--- config.mk ---
export PLATFORM = sky130hd
export DESIGN_NAME = tone_source_arbiter_flat
export DESIGN_NICKNAME = d
export VERILOG_FILES = /design/src/rtl/music_box_pkg.sv /design/src/rtl/tone_source_arbiter_if.sv /design/src/rtl/tone_source_arbiter_hold_timer.sv /design/src/rtl/tone_source_arbiter.sv /design/src/flat_wrapper.sv
export SDC_FILE = /design/constraint.sdc
export NUM_CORES = 1
export LEC_CHECK = 0
export CORE_MARGIN = 10
export CORE_UTILIZATION = 52
export DETAILED_ROUTE_END_ITERATION = 12
export PLACE_DENSITY_LB_ADDON = 0.08
export SLEW_MARGIN = 10
export SYNTH_ARGS = -nofsm -noshare
export SYNTH_HDL_FRONTEND = slang
export SYNTH_HIERARCHICAL = 1
export SYNTH_SLANG_ARGS = --single-unit
--- constraint.sdc ---
create_clock -name clk -period 3.9 [get_ports clk]
set_clock_uncertainty 0.15 [all_clocks]
set_input_delay 1.17 -clock clk [delete_from_list [all_inputs] [get_ports clk]]
set_output_delay 1.17 -clock clk [all_outputs]
set_load 0.1 [all_outputs]
--- src/rtl/music_box_pkg.sv ---
// Shared music box definitions: note codes, tone owner codes, arbiter states.
// Latency: n/a (constants and helpers only).
// Backpressure: n/a.
package music_box_pkg;

  // Note codes: REST, low octave L1..L7, middle M1..M7, high H1..H2
  localparam logic [7:0] NOTE_REST = 8'd0;
  localparam logic [7:0] NOTE_L1 = 8'd1;
  localparam logic [7:0] NOTE_L2 = 8'd2;
  localparam logic [7:0] NOTE_L3 = 8'd3;
  localparam logic [7:0] NOTE_L4 = 8'd4;
  localparam logic [7:0] NOTE_L5 = 8'd5;
  localparam logic [7:0] NOTE_L6 = 8'd6;
  localparam logic [7:0] NOTE_L7 = 8'd7;
  localparam logic [7:0] NOTE_M1 = 8'd8;
  localparam logic [7:0] NOTE_M2 = 8'd9;
  localparam logic [7:0] NOTE_M3 = 8'd10;
  localparam logic [7:0] NOTE_M4 = 8'd11;
  localparam logic [7:0] NOTE_M5 = 8'd12;
  localparam logic [7:0] NOTE_M6 = 8'd13;
  localparam logic [7:0] NOTE_M7 = 8'd14;
  localparam logic [7:0] NOTE_H1 = 8'd15;
  localparam logic [7:0] NOTE_H2 = 8'd16;

  // Who currently drives the tone generator
  localparam logic [1:0] OWN_IDLE = 2'd0;
  localparam logic [1:0] OWN_SONG = 2'd1;
  localparam logic [1:0] OWN_KEY  = 2'd2;
  localparam logic [1:0] OWN_GAP  = 2'd3;

  // Arbiter state encoding (legacy-compatible constant set)
  typedef logic [2:0] arb_state_t;
  localparam arb_state_t ST_IDLE = 3'd0;
  localparam arb_state_t ST_SONG = 3'd1;
  localparam arb_state_t ST_KEY  = 3'd2;
  localparam arb_state_t ST_HOLD = 3'd3;
  localparam arb_state_t ST_GAP  = 3'd4;

  function automatic int max_int(input int a, input int b);
    return (a > b) ? a : b;
  endfunction

endpackage

--- src/rtl/tone_source_arbiter_if.sv ---
// Bundle between key scanner / song player / tone generator and the arbiter.
// Latency: n/a (wires only).
// Backpressure: none; keys are levels, requests are single-cycle pulses.
interface tone_source_arbiter_if;
  logic [7:0] key_note;
  logic       key_valid;
  logic       song_req;
  logic [3:0] song_req_id;
  logic       stop_req;
  logic [7:0] song_note;
  logic       song_play_en;
  logic [3:0] song_select;
  logic       song_valid;
  logic [7:0] tone_note;
  logic       tone_en;
  logic [1:0] owner;

  // Arbiter side
  modport slave (
    input  key_note, key_valid, song_req, song_req_id, stop_req,
           song_note, song_play_en,
    output song_select, song_valid, tone_note, tone_en, owner
  );

  // Environment side (scanner, player, tone generator)
  modport master (
    output key_note, key_valid, song_req, song_req_id, stop_req,
           song_note, song_play_en,
    input  song_select, song_valid, tone_note, tone_en, owner
  );
endinterface

--- src/rtl/tone_source_arbiter_hold_timer.sv ---
// Loadable saturating down-counter with zero flag (hold-off and gap timing).
// Latency: load/clear/decrement visible 1 cycle later; zero is combinational.
// Backpressure: none.
module hold_timer #(
  parameter int W = 8
) (
  input  logic         clk,
  input  logic         rst_n,
  input  logic         load,
  input  logic [W-1:0] load_val,
  input  logic         clear,
  input  logic         dec,
  output logic         zero
);

  logic [W-1:0] cnt;

  // Clear beats load beats decrement; decrement sticks at zero
  always_ff @(posedge clk or negedge rst_n) begin
    if (!rst_n) begin
      cnt <= '0;
    end else if (clear) begin
      cnt <= '0;
    end else if (load) begin
      cnt <= load_val;
    end else if (dec && (cnt != '0)) begin
      cnt <= cnt - W'(1);
    end
  end

  assign zero = (cnt == '0);

endmodule

--- src/rtl/tone_source_arbiter.sv ---
// Shares the tone generator between keyboard and song player; keys preempt, hold-off resumes song. Optional ARTIC_GAP_EN adds a gap after each song note.
// Latency: 1 cycle from any input to tone_note/tone_en/owner/song_select/song_valid.
// Backpressure: none; key is a level, song_req/stop_req are pulses acted on the cycle they arrive.
module tone_source_arbiter #(
  parameter int HOLD_CYCLES = 1200000,
  parameter int GAP_CYCLES  = 120000
) (
  input logic                  clk,
  input logic                  rst_n,
  tone_source_arbiter_if.slave bus
);
  import music_box_pkg::*;

  localparam int CNT_W = $clog2(max_int(HOLD_CYCLES, GAP_CYCLES) + 1);
  localparam logic [CNT_W-1:0] HOLD_LOAD = CNT_W'(HOLD_CYCLES - 1);
`ifdef ARTIC_GAP_EN
  localparam logic [CNT_W-1:0] GAP_LOAD = CNT_W'(GAP_CYCLES - 1);
  logic play_en_q;
`endif

  arb_state_t       state, state_nxt;
  logic             key_act;
  logic [3:0]       sel_nxt;
  logic             valid_nxt;
  logic [7:0]       note_nxt;
  logic             en_nxt;
  logic [1:0]       own_nxt;
  logic             tmr_load, tmr_clear, tmr_dec, tmr_zero;
  logic [CNT_W-1:0] tmr_load_val;

  hold_timer #(.W(CNT_W)) u_timer (
    .clk      (clk),
    .rst_n    (rst_n),
    .load     (tmr_load),
    .load_val (tmr_load_val),
    .clear    (tmr_clear),
    .dec      (tmr_dec),
    .zero     (tmr_zero)
  );

  // Song control: stop wins over a same-cycle request; applies in every state
  always_comb begin
    key_act   = bus.key_valid && (bus.key_note != NOTE_REST);
    sel_nxt   = bus.song_select;
    valid_nxt = bus.song_valid;
    if (bus.stop_req) begin
      valid_nxt = 1'b0;
    end else if (bus.song_req) begin
      valid_nxt = 1'b1;
      sel_nxt   = bus.song_req_id;
    end
  end

  // Next-state and timer control; an active key preempts everything
  always_comb begin
    state_nxt    = state;
    tmr_load     = 1'b0;
    tmr_load_val = '0;
    tmr_clear    = 1'b0;
    tmr_dec      = 1'b0;
    case (state)
      ST_IDLE: begin
        if (key_act)                            state_nxt = ST_KEY;
        else if (bus.song_req && !bus.stop_req) state_nxt = ST_SONG;
      end
      ST_SONG: begin
        if (key_act)           state_nxt = ST_KEY;
        else if (bus.stop_req) state_nxt = ST_IDLE;
`ifdef ARTIC_GAP_EN
        else if (play_en_q && !bus.song_play_en) begin
          state_nxt    = ST_GAP;
          tmr_load     = 1'b1;
          tmr_load_val = GAP_LOAD;
        end
`endif
      end
      ST_KEY: begin
        if (!key_act) begin
          state_nxt    = ST_HOLD;
          tmr_load     = 1'b1;
          tmr_load_val = HOLD_LOAD;
        end
      end
      ST_HOLD: begin
        if (key_act) begin
          state_nxt = ST_KEY;
          tmr_clear = 1'b1;
        end else if (tmr_zero) begin
          // Resume decision honours a stop/request arriving this same cycle
          state_nxt = valid_nxt ? ST_SONG : ST_IDLE;
        end else begin
          tmr_dec = 1'b1;
        end
      end
`ifdef ARTIC_GAP_EN
      ST_GAP: begin
        if (key_act) begin
          state_nxt = ST_KEY;
          tmr_clear = 1'b1;
        end else if (bus.stop_req) begin
          state_nxt = ST_IDLE;
          tmr_clear = 1'b1;
        end else if (tmr_zero) begin
          state_nxt = ST_SONG;
        end else begin
          tmr_dec = 1'b1;
        end
      end
`endif
      default: state_nxt = ST_IDLE;
    endcase
  end

  // Output values for the state being entered, so outputs lag inputs by one cycle
  always_comb begin
    note_nxt = NOTE_REST;
    en_nxt   = 1'b0;
    own_nxt  = OWN_IDLE;
    case (state_nxt)
      ST_SONG: begin
        note_nxt = bus.song_note;
        en_nxt   = bus.song_play_en && (bus.song_note != NOTE_REST);
        own_nxt  = OWN_SONG;
      end
      ST_KEY: begin
        note_nxt = bus.key_note;
        en_nxt   = 1'b1;
        own_nxt  = OWN_KEY;
      end
      // Hold-off is silent but still charged to the keyboard
      ST_HOLD: own_nxt = OWN_KEY;
`ifdef ARTIC_GAP_EN
      ST_GAP:  own_nxt = OWN_GAP;
`endif
      default: ;
    endcase
  end

  // State and registered outputs; reset clears everything including pending song state
  always_ff @(posedge clk or negedge rst_n) begin
    if (!rst_n) begin
      state           <= ST_IDLE;
      bus.tone_note   <= NOTE_REST;
      bus.tone_en     <= 1'b0;
      bus.owner       <= OWN_IDLE;
      bus.song_select <= 4'd0;
      bus.song_valid  <= 1'b0;
    end else begin
      state           <= state_nxt;
      bus.tone_note   <= note_nxt;
      bus.tone_en     <= en_nxt;
      bus.owner       <= own_nxt;
      bus.song_select <= sel_nxt;
      bus.song_valid  <= valid_nxt;
    end
  end

`ifdef ARTIC_GAP_EN
  // Previous play enable, for falling-edge detection in SONG
  always_ff @(posedge clk or negedge rst_n) begin
    if (!rst_n) play_en_q <= 1'b0;
    else        play_en_q <= bus.song_play_en;
  end
`endif

endmodule

--- src/flat_wrapper.sv ---
// flat-port wrapper written by rule: the top's interface ports become plain ports
module tone_source_arbiter_flat import music_box_pkg::*;
#(
  parameter int HOLD_CYCLES = 1200000,
  parameter int GAP_CYCLES  = 120000
)
  (clk, rst_n, bus_key_note, bus_key_valid, bus_song_req, bus_song_req_id, bus_stop_req, bus_song_note, bus_song_play_en, bus_song_select, bus_song_valid, bus_tone_note, bus_tone_en, bus_owner);
  tone_source_arbiter_if bus_i ();
  input logic clk;
  input logic rst_n;
  input wire logic [$bits(bus_i.key_note)-1:0] bus_key_note;
  input wire logic [$bits(bus_i.key_valid)-1:0] bus_key_valid;
  input wire logic [$bits(bus_i.song_req)-1:0] bus_song_req;
  input wire logic [$bits(bus_i.song_req_id)-1:0] bus_song_req_id;
  input wire logic [$bits(bus_i.stop_req)-1:0] bus_stop_req;
  input wire logic [$bits(bus_i.song_note)-1:0] bus_song_note;
  input wire logic [$bits(bus_i.song_play_en)-1:0] bus_song_play_en;
  output wire logic [$bits(bus_i.song_select)-1:0] bus_song_select;
  output wire logic [$bits(bus_i.song_valid)-1:0] bus_song_valid;
  output wire logic [$bits(bus_i.tone_note)-1:0] bus_tone_note;
  output wire logic [$bits(bus_i.tone_en)-1:0] bus_tone_en;
  output wire logic [$bits(bus_i.owner)-1:0] bus_owner;
  assign bus_i.key_note = bus_key_note;
  assign bus_i.key_valid = bus_key_valid;
  assign bus_i.song_req = bus_song_req;
  assign bus_i.song_req_id = bus_song_req_id;
  assign bus_i.stop_req = bus_stop_req;
  assign bus_i.song_note = bus_song_note;
  assign bus_i.song_play_en = bus_song_play_en;
  assign bus_song_select = bus_i.song_select;
  assign bus_song_valid = bus_i.song_valid;
  assign bus_tone_note = bus_i.tone_note;
  assign bus_tone_en = bus_i.tone_en;
  assign bus_owner = bus_i.owner;
  tone_source_arbiter #(.HOLD_CYCLES(HOLD_CYCLES), .GAP_CYCLES(GAP_CYCLES)) u_core (.clk(clk), .rst_n(rst_n), .bus(bus_i));
endmodule
### Word-level counts from Yosys, hierarchy flattened

Cells that the tools add are included.

| storage, ports and cells | value |
|---|---|
| bits in writable memories | 0 |
| word-level logic and storage cells | 54 |
| ROM bits | 0 |
| memories | 0 |
| output and inout bits | 16 |
| latch bits | 0 |
| bits in registers | 40 |
| input port bits | 26 |

| operators by class | value |
|---|---|
| reductions and logical operators | 13 |
| muxes and demuxes | 26 |
| equality and inequality tests | 6 |
| $add $sub $neg | 1 |
| shift-type cells | 0 |
| multipliers | 0 |
| divide/modulo/power cells | 0 |
| bitwise logic cells | 1 |
| magnitude comparators | 0 |

Operators by type and width:

| kind | number |
|---|---|
| 2-to-1 mux 21 bit | 5 |
| logical NOT 21 bit | 1 |
| 2-to-1 mux 3 bit | 7 |
| nonzero test 21 bit | 1 |
| subtractor 21 x 1 -> 21 bit (second input constant) | 1 |
| case mux 8 bit (2 select lines) | 1 |
| nonzero test 8 bit | 2 |
| == test 3 x 2 -> 1 bit (second input constant) | 4 |
| case mux 3 bit (4 select lines) | 1 |
| 2-to-1 mux 1 bit | 10 |
| == test 3 x 1 -> 1 bit (second input constant) | 2 |
| logical AND 1 bit | 4 |
| case mux 2 bit (2 select lines) | 1 |
| logical NOT 3 bit | 1 |
| nonzero test 3 bit | 1 |
| case mux 1 bit (2 select lines) | 1 |
| AND reduction 2 bit | 1 |
| OR reduction 2 bit | 1 |
| logical NOT 1 bit | 1 |
| NOT 1 bit | 1 |

### Depth between registers and ports, before layout

| depth | value |
|---|---|
| depth in word-level cells | 9 |
| depth in mapped cells | 11 |
| gate-level depth less buffers | 11 |

### Cells and area by module

The synthesis kept the hierarchy.

Modules (own cells, without submodules):

| module | area an instance (µm²) | sequential area each (µm²) | times used | cells each |
|---|---|---|---|---|
| hold_timer | 1,413.9 | 525.5 | 1 | 159 |
| tone_source_arbiter | 865.8 | 475.5 | 1 | 78 |

### Worst setup path after synthesis

No wires, ideal clock.

| path | value |
|---|---|
| path type | input to register |
| start | in bus_key_note[4] |
| end | reg u_core.u_timer.cnt[12] |
| setup time | 0.122 ns |
| cell stages on the path | 7 |
| path buffers | 1 |
| required time | 3.628 ns |
| setup slack | -0.124 ns |
| data arrival time | 3.753 ns |
| cell sequence | or4_4 -> o21ai_4 -> nor3b_1 -> clkbuf_1 -> inv_1 -> and4_1 -> a2111oi_1 |

| on the way | value |
|---|---|
| word-level cells in the longest chain between the ends | 6 |
| elaborated cells between the ends (all ways) | 12 |
| classes of those cells | 8 x mux; 4 x reduce/logical |

Ends and longest elaborated chain:

| element | line | text |
|---|---|---|
| start: declaration | flat_wrapper.sv:11 | `input wire logic [$bits(bus_i.key_note)-1:0] bus_key_note;` |
| nonzero test 8 bit (*) | tone_source_arbiter.sv:43 | `key_act = bus.key_valid && (bus.key_note != NOTE_REST);` |
| logical AND 1 bit (*) | tone_source_arbiter.sv:43 |  |
| 2-to-1 mux 1 bit (*) | tone_source_arbiter.sv:78 | `if (!key_act) begin` |
| 2-to-1 mux 1 bit (*) | tone_source_arbiter.sv:61 | `case (state)` |
| via u_core.tmr_load | tone_source_arbiter.sv:28 | `logic tmr_load, tmr_clear, tmr_dec, tmr_zero;` |
| 2-to-1 mux 21 bit | tone_source_arbiter_hold_timer.sv:24 | `end else if (load) begin` |
| 2-to-1 mux 21 bit | tone_source_arbiter_hold_timer.sv:22 | `end else if (clear) begin` |
| end signal: assignment | tone_source_arbiter_hold_timer.sv:25 | `cnt <= load_val;` |
| end signal: assignment | tone_source_arbiter_hold_timer.sv:27 | `cnt <= cnt - W'(1);` |
| end: declaration | tone_source_arbiter_hold_timer.sv:16 | `logic [W-1:0] cnt;` |

The timed path passes the listed nets; every way through them passes the cells marked *.
A chain may end at the register's enable or synchronous reset.

### Worst setup path in the final report

| path | value |
|---|---|
| start | in bus_key_note[4] |
| end | reg u_core.u_timer.cnt[19] |

| on the way | value |
|---|---|
| word-level cells in the longest chain between the ends | 6 |
| elaborated cells between the ends (all ways) | 12 |
| classes of those cells | 8 x mux; 4 x reduce/logical |

Ends and longest elaborated chain:

| element | line | text |
|---|---|---|
| nonzero test 8 bit | tone_source_arbiter.sv:43 |  |
| logical AND 1 bit | tone_source_arbiter.sv:43 |  |
| 2-to-1 mux 1 bit | tone_source_arbiter.sv:85 | `if (key_act) begin` |
| 2-to-1 mux 1 bit | tone_source_arbiter.sv:61 |  |
| via u_core.tmr_dec | tone_source_arbiter.sv:28 |  |
| logical AND 1 bit | tone_source_arbiter_hold_timer.sv:26 | `end else if (dec && (cnt != '0)) begin` |
| nonzero test 3 bit (no line) | n/a |  |

The timed path passes the listed nets, and every way through them passes these cells.

==> impl_metrics.yaml <==
status:
  status: "completed"
grt:
  busiest_layer: "met2"
  grt-ovfl-total: 0
  grt_usage: 0.152
  antenna_found_initial: 0
  grt_pass1_vias: 2042
  grt_util_met3: 0.0600
  grt_first_pass_wirelength_mm: 9.37
  grt_start_max_net_pins: 41
  grtUsageMet2: 0.259
  grtUsageMet1: 0.173
power_and_ir_drop:
  switchingPower_w: 0.000519
  comb_power_share: 0.332
  vdd_ir_drop_max_uv: 279
  pwr-share-clk: 0.247
  swShare: 0.376
  power_leakage_nw: 1.27
  p_int_w: 0.000863
  power_frac_seq: 0.421
  p_per_area_nw_per_um2: 467
drt:
  final_antenna_net_count: 0
  avgViaCountPerCell: 5.77
  num_vias: 2041
  wl_per_cell_um: 15.7
  drt_wl_total_mm: 5.54
  dr.first_iter.drc_count: 97
  drt-pass1-iter-count: 4
  route.detailed.drc: 0
clocking:
  clock_path_buffers: 2
  h-tree-depth: 2
  clk_pin_slew_ns: 0.08
  cts_hold_buffers: 0
  postCtsSetupBuffers: 0
  cts.sinks: 40
  cts_resized: 0
  cts_tree: "yes"
  cts_root_buffer: "clkbuf_8"
  clock_latency_ns: 0.30
  cts_made_buffers: 5
synthesis:
  syn_inst: 237
  synth_top_family_by_area: "simple AND/OR/NAND/NOR gates"
  avgSynthCellArea_um2: 9.62
  synth_compound_area_frac: 0.175
  synth_edf_count: 0
  yosys_register_bits: 40
  synth_most_common_cell: "dfrtp_1"
  synth_fa_ha_area_frac: 0.0110
  synth_top_area_share: 0.439
  synthDistinctLibCells: 51
  ys_warn_count: 6
  yosys-mux-area-fraction: 0.0598
  async_flop_share: 1.00
  synthTopCellsByCount: "dfrtp_1 (40), nand2_1 (27), nor2_1 (24), a311oi_1 (12), or3_1 (11)"
  yosysTopAreaCell: "dfrtp_1"
  ys_seq_area_frac: 0.439
  synthesis.area_um2: 2280
  yosys-top-cells-area: "dfrtp_1 (44%), a311oi_1 (4.6%), nand2_1 (4.4%), nor2_1 (4.0%), mux2i_1 (3.5%)"
  synth_xor_area_frac: 0.0192
  synth-main-ff-cell: "dfrtp_1"
  synth-simple-area-share: 0.258
critical_path:
  cp-start-kind: "input port"
  r2r.worst_path.cells: 11
  arrival_ns: 3.80
  end_kind: "flip-flop"
  cp_max_fo: 5
  path_class: "in -> reg"
  worstPathRequired_ns: 3.95
placed_design:
  dp_hpwl_mm: 4.19
  gp_congestion: 0.785
  dpl_cell_area_um2: 2850
  port_buffers: 41
  preCtsSetupSlack_ns: -0.131
job:
  max_cap_violations: 0
layout:
  antenna_cells: 0
  seq_area_um2: 1000
  final_core_util: 0.689
  nNetsFinal: 329
  area_delta_synth_final_pct: 29.8
  final_area_um2: 2960
  drive_gt1_frac: 0.222
  fillerInstances: 354
  multi_input_area_um2: 1230
floorplanning:
  die_x_um: 86.2
  die_y_um: 86.2
  die_area_um2: 7430
  rows: 24
  io_pins: 42
  core-area_um2: 4290
  initial_core_util: 0.531
sta:
  hold_slack_ns: 0.367
  maxSlewViolCount: 0
  finalCriticalPeriod_ns: 3.75
  finalSetupViolCount: 0
  rsz0062_at_grt: "no"
  max-slew-margin-rel: 0.403
  tightest_slew_ns: 0.896
  finalCritPeriodShare: 0.962
  max_freq_mhz: 267
  hold_viol: 0
  setup_ws_ns: 0.149
hold_path:
  hold_depth: 1
  worstHoldPathType: "reg -> reg"
[flip-flops by register name, indices dropped and copies added, names as in the netlist]
signal,count
u_core/bus.song_valid,1
u_core/bus.song_select,4
u_core/bus.tone_en,1
u_core/state,3
u_core/bus.owner,2
u_core/u_timer/cnt,21
u_core/bus.tone_note,8
[per-stage QoR]
| stage | TNS [ns] | cells | power (W) |
|---|---|---|---|
| floorplan | 0 | 244 | 0.000912 |
| global placement | -0.0877 | 346 | 0.00104 |
| detailed placement | -0.332 | 346 | 0.00105 |
| CTS | 0 | 354 | 0.00139 |
| global route | 0 | 354 | 0.00146 |
| finish | 0 | 354 | 0.00138 |
[layout make-up]
| type | instances | share of cell area |
|---|---|---|
| Inverter | 9 | 0.0114 |
| Multi-Input combinational cell | 185 | 0.415 |
| Clock inverter | 3 | 0.0144 |
| Tap cell | 52 | 0.0220 |
| Timing Repair Buffer | 60 | 0.176 |
| Sequential cell | 40 | 0.338 |
| Clock buffer | 5 | 0.0233 |
[layer usage]
metal / vias to the layer above / share of wire
met1: 983 / 0.42
met3: 7 / 0.080
met2: 54 / 0.49
met5: - / 0
met4: 0 / 0.013
li1: 997 / -
[worst max-delay path, stage by stage]
cell and delay (ns):
clkdlybuf4s50_1 0.42, or4_4 0.55, o21ai_4 0.16, nor3b_1 0.21, buf_4 0.18, or3b_2 0.45, nor3_1 0.14, nand3_1 0.11
xor2_1 0.16, a211oi_1 0.26
[cell families after synthesis]
family,after synthesis
buffers and inverters,19
other,1
flip-flops,40
multiplexers,13
XOR/XNOR,5
adder cells (fa/ha/maj),2
AND/OR/NAND/NOR,107
AO/OA/AOI/OAI,50
[final timing paths]
path                                                            start                               endpoint  slack, ns
worst max-delay path                                  bus_key_note[4]     u_core/u_timer/cnt[19]$_DFFE_PN0P_       0.15
worst min-delay path            u_core/bus.song_select[0]$_DFFE_PN0P_  u_core/bus.song_select[0]$_DFFE_PN0P_       0.37
worst max register to register      u_core/u_timer/cnt[0]$_DFFE_PN0P_           u_core/bus.tone_en$_DFF_PN0_       0.77
worst min register to register  u_core/bus.song_select[0]$_DFFE_PN0P_  u_core/bus.song_select[0]$_DFFE_PN0P_       0.37
max in group asynchronous                                       rst_n      u_core/u_timer/cnt[3]$_DFFE_PN0P_       2.20
min in group asynchronous                                       rst_n      u_core/u_timer/cnt[5]$_DFFE_PN0P_       0.84
[power groups by stage]
stage / registers [W] / clock network [W] / logic, W
final: 0.000582 / 0.000341 / 0.000459
after global routing: 0.000594 / 0.000364 / 0.000500
after detailed placement: 0.000588 / 0 / 0.000461
after floorplan: 0.000695 / 0 / 0.000217
after CTS: 0.000580 / 0.000350 / 0.000462
after global placement: 0.000586 / 0 / 0.000455
[cell usage in the layout (no fill, tap or decap), drive strengths merged, types with 2 or more instances in the layout]
| master | synthesis | layout |
|---|---|---|
| nor2 | 24 | 24 |
| conb | 1 | 8 |
| clkdlybuf4s50 | 0 | 24 |
| xor2 | 2 | 2 |
| nand3 | 4 | 4 |
| nor4 | 6 | 6 |
| a2111oi | 2 | 2 |
| nor3 | 7 | 7 |
| inv | 9 | 9 |
| clkbuf | 8 | 5 |
| mux2 | 5 | 5 |
| xnor2 | 3 | 3 |
| o31a | 2 | 2 |
| or2 | 2 | 2 |
| o21ai | 10 | 10 |
| nor2b | 3 | 3 |
| or3 | 12 | 12 |
| nand2b | 5 | 5 |
| o311ai | 2 | 2 |
| a211oi | 5 | 5 |
| a311oi | 13 | 13 |
| ha | 2 | 2 |
| a21oi | 6 | 6 |
| or4 | 8 | 8 |
| buf | 2 | 36 |
| nand2 | 27 | 27 |
| mux2i | 8 | 8 |
| nor3b | 4 | 4 |
| o31ai | 6 | 6 |
| dfrtp | 40 | 40 |
No activity file was read; power rests on OpenSTA's default activity.
